===== src/rtl/ikaopm_acc_pkg.sv =====
// Shared definitions for the R/L accumulator sequencer slice.
//   - sync_state_t    : frame-sync lock FSM states
//   - CYC_*           : cycle numbers decoded into the accumulator strobes
//   - SAMPLE_W        : width of one channel sample
//   - cyc_strobes_t   : packed bundle of the decoded cycle strobes
//   - decode_cycle()  : maps a counter value onto the strobe bundle
package ikaopm_acc_pkg;

  localparam int unsigned SAMPLE_W = 16;

  localparam logic [4:0] CYC_00 = 5'd0;
  localparam logic [4:0] CYC_06 = 5'd6;
  localparam logic [4:0] CYC_12 = 5'd12;
  localparam logic [4:0] CYC_16 = 5'd16;
  localparam logic [4:0] CYC_22 = 5'd22;
  localparam logic [4:0] CYC_29 = 5'd29;
  localparam logic [4:0] CYC_31 = 5'd31;

  typedef enum logic [1:0] {
    ST_UNLOCKED = 2'd0,
    ST_LOCKING  = 2'd1,
    ST_LOCKED   = 2'd2
  } sync_state_t;

  typedef struct packed {
    logic c12;
    logic c29;
    logic c00_16;
    logic c06_22;
    logic c01_to_16;
  } cyc_strobes_t;

  function automatic cyc_strobes_t decode_cycle(input logic [4:0] c);
    cyc_strobes_t s;
    s.c12       = (c == CYC_12);
    s.c29       = (c == CYC_29);
    s.c00_16    = (c == CYC_00) || (c == CYC_16);
    s.c06_22    = (c == CYC_06) || (c == CYC_22);
    s.c01_to_16 = (c >= 5'd1) && (c <= CYC_16);
    return s;
  endfunction

endpackage


===== src/rtl/ikaopm_acc_frame_handoff.sv =====
// Stereo frame pairing and valid/ready handoff.
// Pairs the accumulator's L then R parallel-sample strobes into one stereo
// frame and presents it to a host consumer.
//   i_EMUCLK, i_MRST_n          : clock, synchronous active-low reset
//   i_ERR_CLR                   : clears o_OVERRUN (a same-cycle set wins)
//   i_EMU_L/R_SAMPLE, i_EMU_L/R : sample strobes and parallel samples
//   o_FRAME_VALID/i_FRAME_READY : handshake, o_FRAME_L/R payload
//   o_OVERRUN                   : sticky, a completed frame was dropped
module ikaopm_acc_frame_handoff
  import ikaopm_acc_pkg::*;
(
  input  logic                       i_EMUCLK,
  input  logic                       i_MRST_n,
  input  logic                       i_ERR_CLR,
  input  logic                       i_EMU_R_SAMPLE,
  input  logic                       i_EMU_L_SAMPLE,
  input  logic signed [SAMPLE_W-1:0] i_EMU_R,
  input  logic signed [SAMPLE_W-1:0] i_EMU_L,
  output logic                       o_FRAME_VALID,
  input  logic                       i_FRAME_READY,
  output logic signed [SAMPLE_W-1:0] o_FRAME_L,
  output logic signed [SAMPLE_W-1:0] o_FRAME_R,
  output logic                       o_OVERRUN
);

  logic signed [SAMPLE_W-1:0] l_hold;
  logic                       l_have;
  logic signed [SAMPLE_W-1:0] frame_l, frame_r;
  logic                       valid_q, overrun_q;
  logic                       frame_done, load_ok;

  // An R strobe completes a frame only against an L already held; a
  // same-cycle L strobe is latched afterwards for the next frame.
  assign frame_done = i_EMU_R_SAMPLE && l_have;
  // The output register is free if empty or being drained this cycle.
  assign load_ok    = !valid_q || i_FRAME_READY;

  always_ff @(posedge i_EMUCLK) begin
    if (!i_MRST_n) begin
      l_hold    <= '0;
      l_have    <= 1'b0;
      frame_l   <= '0;
      frame_r   <= '0;
      valid_q   <= 1'b0;
      overrun_q <= 1'b0;
    end else begin
      if (i_EMU_L_SAMPLE) begin
        l_hold <= i_EMU_L;
        l_have <= 1'b1;
      end else if (frame_done) begin
        l_have <= 1'b0;
      end

      if (frame_done && load_ok) begin
        frame_l <= l_hold;
        frame_r <= i_EMU_R;
        valid_q <= 1'b1;
      end else if (valid_q && i_FRAME_READY) begin
        valid_q <= 1'b0;
      end

      if (frame_done && !load_ok) begin
        overrun_q <= 1'b1;
      end else if (i_ERR_CLR) begin
        overrun_q <= 1'b0;
      end
    end
  end

  assign o_FRAME_VALID = valid_q;
  assign o_FRAME_L     = frame_l;
  assign o_FRAME_R     = frame_r;
  assign o_OVERRUN     = overrun_q;

endmodule


===== src/rtl/ikaopm_acc_sequencer.sv =====
// 32-step phi1 cycle sequencer for the R/L accumulator datapath.
// Locks a free-running cycle counter to the upstream frame-sync pulse,
// decodes registered cycle strobes, and forwards stereo frames to the host
// through ikaopm_acc_frame_handoff.
//   i_EMUCLK, i_MRST_n  : clock, synchronous active-low reset
//   i_phi1_NCEN_n       : active-low phi1 enable for counter/FSM/strobes
//   i_CYCLE_SYNC        : sync pulse marking master cycle 31
//   o_CYCLE_*           : registered cycle strobes, 0 unless locked
//   o_LOCKED, o_SYNC_ERR: lock status, sticky misplaced-sync flag
//   i_ERR_CLR           : clears o_SYNC_ERR and o_OVERRUN
//   i_EMU_*, o_FRAME_*, i_FRAME_READY, o_OVERRUN : frame handoff
module ikaopm_acc_sequencer
  import ikaopm_acc_pkg::*;
#(
  parameter int unsigned SYNC_LOCK_COUNT = 2
) (
  input  logic                       i_EMUCLK,
  input  logic                       i_MRST_n,
  input  logic                       i_phi1_NCEN_n,
  input  logic                       i_CYCLE_SYNC,
  output logic                       o_CYCLE_12,
  output logic                       o_CYCLE_29,
  output logic                       o_CYCLE_00_16,
  output logic                       o_CYCLE_06_22,
  output logic                       o_CYCLE_01_TO_16,
  output logic                       o_LOCKED,
  output logic                       o_SYNC_ERR,
  input  logic                       i_ERR_CLR,
  input  logic                       i_EMU_R_SAMPLE,
  input  logic                       i_EMU_L_SAMPLE,
  input  logic signed [SAMPLE_W-1:0] i_EMU_R,
  input  logic signed [SAMPLE_W-1:0] i_EMU_L,
  output logic                       o_FRAME_VALID,
  input  logic                       i_FRAME_READY,
  output logic signed [SAMPLE_W-1:0] o_FRAME_L,
  output logic signed [SAMPLE_W-1:0] o_FRAME_R,
  output logic                       o_OVERRUN
);

  localparam logic [2:0] LOCK_TARGET = 3'(SYNC_LOCK_COUNT);

  sync_state_t  state, state_nxt;
  logic [4:0]   cyc, cyc_nxt;
  logic [2:0]   lock_cnt, lock_cnt_nxt;
  logic         sync_err_set;
  logic         sync_err_q;
  cyc_strobes_t strb_q, strb_nxt;
  logic         phi_en;

  assign phi_en = !i_phi1_NCEN_n;

  always_comb begin
    cyc_nxt      = cyc + 5'd1;
    lock_cnt_nxt = lock_cnt;
    state_nxt    = state;
    sync_err_set = 1'b0;
    if (i_CYCLE_SYNC) begin
      case (state)
        ST_UNLOCKED: begin
          cyc_nxt      = '0;
          lock_cnt_nxt = 3'd1;
          state_nxt    = (LOCK_TARGET == 3'd1) ? ST_LOCKED : ST_LOCKING;
        end
        ST_LOCKING: begin
          if (cyc == CYC_31) begin
            lock_cnt_nxt = lock_cnt + 3'd1;
            if (lock_cnt + 3'd1 >= LOCK_TARGET) state_nxt = ST_LOCKED;
          end else begin
            cyc_nxt      = '0;
            lock_cnt_nxt = 3'd1;
          end
        end
        ST_LOCKED: begin
          if (cyc != CYC_31) begin
            sync_err_set = 1'b1;
            cyc_nxt      = '0;
            lock_cnt_nxt = 3'd1;
            state_nxt    = ST_LOCKING;
          end
        end
        default: state_nxt = ST_UNLOCKED;
      endcase
    end
    // Decoding the next counter/state keeps each strobe aligned with the
    // phi1 period in which the counter actually holds that value.
    strb_nxt = (state_nxt == ST_LOCKED) ? decode_cycle(cyc_nxt) : '0;
  end

  always_ff @(posedge i_EMUCLK) begin
    if (!i_MRST_n) begin
      state      <= ST_UNLOCKED;
      cyc        <= '0;
      lock_cnt   <= '0;
      strb_q     <= '0;
      sync_err_q <= 1'b0;
    end else begin
      if (phi_en) begin
        state    <= state_nxt;
        cyc      <= cyc_nxt;
        lock_cnt <= lock_cnt_nxt;
        strb_q   <= strb_nxt;
      end
      if (phi_en && sync_err_set) begin
        sync_err_q <= 1'b1;
      end else if (i_ERR_CLR) begin
        sync_err_q <= 1'b0;
      end
    end
  end

  assign o_CYCLE_12       = strb_q.c12;
  assign o_CYCLE_29       = strb_q.c29;
  assign o_CYCLE_00_16    = strb_q.c00_16;
  assign o_CYCLE_06_22    = strb_q.c06_22;
  assign o_CYCLE_01_TO_16 = strb_q.c01_to_16;
  assign o_LOCKED         = (state == ST_LOCKED);
  assign o_SYNC_ERR       = sync_err_q;

  ikaopm_acc_frame_handoff u_handoff (
    .i_EMUCLK      (i_EMUCLK),
    .i_MRST_n      (i_MRST_n),
    .i_ERR_CLR     (i_ERR_CLR),
    .i_EMU_R_SAMPLE(i_EMU_R_SAMPLE),
    .i_EMU_L_SAMPLE(i_EMU_L_SAMPLE),
    .i_EMU_R       (i_EMU_R),
    .i_EMU_L       (i_EMU_L),
    .o_FRAME_VALID (o_FRAME_VALID),
    .i_FRAME_READY (i_FRAME_READY),
    .o_FRAME_L     (o_FRAME_L),
    .o_FRAME_R     (o_FRAME_R),
    .o_OVERRUN     (o_OVERRUN)
  );

endmodule


===== config.mk =====
export PLATFORM = sky130hd
export DESIGN_NAME = ikaopm_acc_sequencer
export DESIGN_NICKNAME = d
export VERILOG_FILES = /design/src/rtl/ikaopm_acc_pkg.sv /design/src/rtl/ikaopm_acc_frame_handoff.sv /design/src/rtl/ikaopm_acc_sequencer.sv
export SDC_FILE = /design/constraint.sdc
export NUM_CORES = 1
export LEC_CHECK = 0
export CAP_MARGIN = 0
export CORE_UTILIZATION = 30
export CTS_CLUSTER_DIAMETER = 50
export DETAILED_ROUTE_END_ITERATION = 8
export PLACE_DENSITY = 0.6
export REMOVE_ABC_BUFFERS = 1
export SYNTH_ARGS = -nofsm -noshare
export SYNTH_HDL_FRONTEND = slang
export SYNTH_SLANG_ARGS = --single-unit
export TNS_END_PERCENT = 5

===== constraint.sdc =====
create_clock -name i_EMUCLK -period 5.1 [get_ports i_EMUCLK]
set_input_delay 0.51 -clock i_EMUCLK [delete_from_list [all_inputs] [get_ports i_EMUCLK]]
set_output_delay 0.51 -clock i_EMUCLK [all_outputs]
set_load 0.01 [all_outputs]

# Yosys cells after proc, flatten, opt, wreduce, memory -nomap -nowiden
# Index checks and enable logic that the tools add are counted.
# word_totals
inputBits	40
regBits	67
out_inout_bits	41
# op_classes
reduce_logical	20
magnitude_cmp	3
eq_ne	11
muxes	23
bitwise	1
n_addsub	2
# op_table
operator	count
$eq A5 B5 Y1 const B	4
$mux W5	4
$pmux W5 S3	1
$mux W1	10
$pmux W3 S3	1
$mux W2	4
$reduce_bool A2 Y1	4
$logic_and A1 B1 Y1	6
$mux W3	2
$pmux W2 S3	1
$add A5 B1 Y5 const B	1
$eq A5 B3 Y1 const B	1
$eq A5 B4 Y1 const B	1
$ge A5 B1 Y1 const B	1
$le A5 B5 Y1 const B	1
$logic_not A5 Y1	1
$ne A5 B5 Y1 const B	1
$eq A2 B2 Y1 const B	2
$reduce_and A4 Y1	1
$add A3 B1 Y3 const B	1
$ge A3 B2 Y1 const B	1
$logic_not A1 Y1	3
$logic_or A1 B1 Y1	3
$reduce_bool A3 Y1	1
other kinds (4)	4

# Longest topological paths before layout
# logic_depth
ltp_word	8
depth_mapped	7
depth_no_buf	7

# Hierarchy
# From an unflattened synthesis, not the netlist that was laid out.
# unflattened
cells_unflattened	315
hier_area_um2	2985.4
# by_module_without_submodules
mod	area_per_inst_um2	seq_area_each_um2	n_inst	cells_per_inst
ikaopm_acc_frame_handoff	2044.5	1021.0	1	203
ikaopm_acc_sequencer	940.9	320.3	1	112

# Worst setup path before layout
# No wires, ideal clock.
# synth_timing
path_type	reg-to-reg
from	reg cyc[0]
to	reg strb_q, in the netlist o_CYCLE_01_TO_16
required_time_ps	4997
path_stages_with_launch	8
t_arrival_ps	1874
path_buffers	0
setup_ps	103
slack_ps	3123
synth_period_minus_slack_ps	1977
path_cell_list	dfxtp_1 > ha_1 > and3_2 > ha_1 > nand3b_1 > a211oi_2 > a211oi_1 > a2111oi_2
# synth_via
elab_chain_len	7
word_cells_on_any_way	16
cone_classes	add/sub: 1; order compare: 2; eq/ne: 3; mux: 9; reduce/logical: 1
# synth_lines
item	line	text
from (decl)	ikaopm_acc_sequencer.sv:43	logic [4:0] cyc, cyc_nxt;
from (signal assigned)	ikaopm_acc_sequencer.sv:99	cyc <= cyc_nxt;
$add A5 B1 Y5, or another cell as far along	ikaopm_acc_sequencer.sv:53	cyc_nxt = cyc + 5'd1;
$mux W5 (on tied branches)	ikaopm_acc_sequencer.sv:74, ikaopm_acc_sequencer.sv:65	
$pmux W5 S3	ikaopm_acc_sequencer.sv:58	case (state)
$mux W5	ikaopm_acc_sequencer.sv:57	if (i_CYCLE_SYNC) begin
$ge A5 B1 Y1 / $le A5 B5 Y1 (equally long branches)	ikaopm_acc_pkg.sv:39	s.c01_to_16 = (c >= 5'd1) && (c <= CYC_16);
$logic_and A1 B1 Y1	ikaopm_acc_pkg.sv:39	
$mux W5 (*)	ikaopm_acc_sequencer.sv:86	strb_nxt = (state_nxt == ST_LOCKED) ? decode_cycle(cyc_nxt) : '0;
to (signal assigned)	ikaopm_acc_sequencer.sv:101	strb_q <= strb_nxt;
to (decl)	ikaopm_acc_sequencer.sv:47	cyc_strobes_t strb_q, strb_nxt;
# Every way passes the cells marked *; elsewhere a longest branch is shown, timed or not.
# A chain may end at the register's enable or synchronous reset.

# Final worst setup path
# layout_timing
from	reg cyc[0]
to	reg strb_q, in the netlist o_CYCLE_29
# layout_via
elab_chain_len	6
word_cells_on_any_way	14
cone_classes	add/sub: 1; eq/ne: 4; mux: 9
# layout_lines
item	line	text
$add A5 B1 Y5, or another cell as far along	ikaopm_acc_sequencer.sv:53	
$mux W5, or another cell as far along	ikaopm_acc_sequencer.sv:74	if (cyc != CYC_31) begin
$pmux W5 S3 / $pmux W2 S3 (equally long branches)	ikaopm_acc_sequencer.sv:58	
$mux W5 / $mux W2 (equally long branches)	ikaopm_acc_sequencer.sv:57	
$eq A5 B5 Y1 / $eq A2 B2 Y1 (equally long branches)	ikaopm_acc_pkg.sv:36, ikaopm_acc_sequencer.sv:86	
$mux W5 (*)	ikaopm_acc_sequencer.sv:86	
# Marks and branches as above.

==> metrics.cfg <==
[drt]
firstDrtPassIters = 4
antenna_left = 0
vias_per_cell = 4.72
post_drt_wl_per_cell_um = 12.5
drtIter0Drc = 84
drc = 0
routed_wl_um = 6190
routed-via-count = 2343

[power]
clockPowerShare_pct = 42.9
power.density_mw_per_mm2 = 307
p_leak_nw = 1.37
vdd_ir_drop_max_mv = 0.150
pwr-share-seq_pct = 47.9
swShare_pct = 22.8
internal-power_w = 0.000886
pwr-share-comb_pct = 9.2
p_switching_w = 0.000262

[final_layout]
synthToLayoutAreaGrowth_pct = 41.3
nets = 430
post-route-util_pct = 44.7
finalNonFillerCells = 496
fillers = 840
layout-drive-gt1-share_pct = 6.65
design_area_sq_mm = 0.00375
num_antenna_cells = 0

[global_routing]
first_global_vias = 2204
grt_overflow = 0
grt_start_max_net_pins = 63
grt.total_usage_pct = 14.4
grt_pass1_wl_um = 10000
antenna_found_initial = 0

[yosys]
yosys.cell_count.top_type = nand2_1
yosysTopAreaCellShare_pct = 50.6
synthArstFlopShare_pct = 0
synth_area_leaders = dfxtp_1 51%, nand2_1 10%, a21oi_1 9.1%
yosysTopAreaCell = dfxtp_1
syn_area_per_cell_sq_um = 8.50
postSynthCellCount = 312
synth-seq-cells = 67
synth_edf_count = 0
yosysUniqueCellTypes = 38
yosysSeqAreaShare_pct = 50.6
synthTopCellsByCount = 73 x nand2_1, 67 x dfxtp_1, 48 x a21oi_1
yosysWarnings = 0
netlist_area_sq_mm = 0.00265
ys.flop_type = dfxtp_1

[timing]
hold_viol = 0
fin_setup_tns_ns = 0
period_needed_ns = 2.32
rsz0062_at_grt = no
fin_skew_ns = 0.00974
max_slew_margin_pct = 28.0
maxSlewViolCount = 0
tightest_slew_ns = 1.08
fin_crit_sh_pct = 45.6
holdWs_ns = 0.453
setup_viol = 0
max_freq_mhz = 430

[worst_setup_path]
setup.worst_path.end_class = register
cp_max_fo = 9
cp.arrival_ns = 2.58
cpMostUsedCell = ha_1
critPathLaunchType = register
cp_cell_sequence = ha_1, and3_2, ha_1, nand3b_1, a211oi_2, o2111ai_1, o21ai_0
cp_slowest_stage_delay_ns = 0.46
required_ns = 5.35
crit_type = register to register
crit_slowest_cell = dfxtp_1

[place]
portBuffers = 80
dpl.hpwl_um = 4100
post_dp_cell_area_sq_mm = 0.00352
dp.cells = 480
gp_congestion = 0.753

[clock_tree]
post_cts_resized = 0
cts_root_buf = clkbuf_8
clock_latency_ns = 0.34
cts.clk_slew.worst_paths_ns = 0.08
numClockSinks = 67
cts_hold_buf = 0
cts_setup_buffers = 0
numCtsBuffers = 9
cts_buffer_depth = 2
tritoncts = yes
cts.htree.levels = 3

[die]
ioPinCount = 81
dieWidth_um = 96.0
core_area_sq_mm = 0.00838
initial_core_util_pct = 31.6
die-height_um = 96.0
rows = 33
die_area_sq_mm = 0.00922

[worst_hold_path]
hp-class = register to register

[status]
status = finished, final reports clean

[job]
max_cap_violations = 0

## power groups by stage
stage / registers, W / logic (W) / clock network (W)
final: 0.000550 / 0.000106 / 0.000492
after global routing: 0.000552 / 0.000117 / 0.000536
after CTS: 0.000550 / 0.000108 / 0.000511
after detailed placement: 0.000562 / 0.000108 / 0
after global placement: 0.000562 / 0.000107 / 0
after floorplan: 0.000564 / 0.0000402 / 0
## critical path, delay by kind of cell, from the launching register on
kind,cells,cell delay (ns)
DFF,1,0.46
adders and majority gates,2,0.60
AOI/OAI and AO/OA,3,0.77
and+or+nand+nor,2,0.42
## kinds of logic (layout without fill, tap and decap cells)
kind of cell,count (synthesis),count (layout),synth area share (%)
AND/OR/NAND/NOR,125,125,20.8
AO/OA/AOI/OAI,67,67,14.7
flip-flops,67,67,50.6
buffers and inverters,28,107,4.34
multiplexers,16,16,6.04
adder cells (fa/ha/maj),5,5,2.26
XOR/XNOR,4,4,1.32
## registers in the layout (all words and copies together) (netlist names), 2 cells and up
name / count
cyc: 5
u_handoff.o_FRAME_L: 16
state: 2
lock_cnt: 3
u_handoff.o_FRAME_R: 16
u_handoff.l_hold: 16
## final cells by class
cell class              count  area [sq um]  area share [%]
well taps                 105           131            3.51
inverters                   9          33.8           0.902
clock buffers              10           138            3.67
repair buffers             82           816            21.8
multi-input cells         217          1200            32.0
clock inverters             6          88.8            2.37
flip-flops and latches     67          1340            35.8
## placed cells by master, fill, tap and decap left out, drive strengths merged, types with 7 or more instances in the layout
master | netlist | routed
a21oi | 48 | 48
clkdlybuf4s50 | 0 | 80
nand2 | 73 | 73
clkbuf | 16 | 10
o21ai | 8 | 8
dfxtp | 67 | 67
nand3 | 7 | 7
nor2 | 24 | 24
mux2i | 16 | 16
inv | 9 | 9
## metrics by stage
| stage | worst slack (ns) | total power (W) |
|---|---|---|
| floorplan | 3.05 | 0.000604 |
| global placement | 2.61 | 0.000668 |
| detailed placement | 2.53 | 0.000670 |
| CTS | 2.78 | 0.00117 |
| global route | 2.59 | 0.00120 |
| finish | 2.78 | 0.00115 |
## path summary, 6_finish.rpt
path | from | to | slack, ns | cells after the start
worst max-delay path | cyc[0] | o_CYCLE_29 | 2.78 | 7
worst min-delay path | u_handoff.l_hold[2] | u_handoff.o_FRAME_L[2] | 0.45 | 2
worst max register to register | cyc[0] | o_CYCLE_29 | 2.78 | 7
worst min register to register | u_handoff.l_hold[2] | u_handoff.o_FRAME_L[2] | 0.45 | 2
## layer usage
metal  global-route usage, %  vias up  wire (um)
met5                       0        -          0
met4                    4.48        0         51
met3                    6.08        5        431
met2                    24.4       69       3050
met1                    16.4     1074       2660
li1                        -     1195          -
Note: power is estimated with default switching activity, not from simulation.
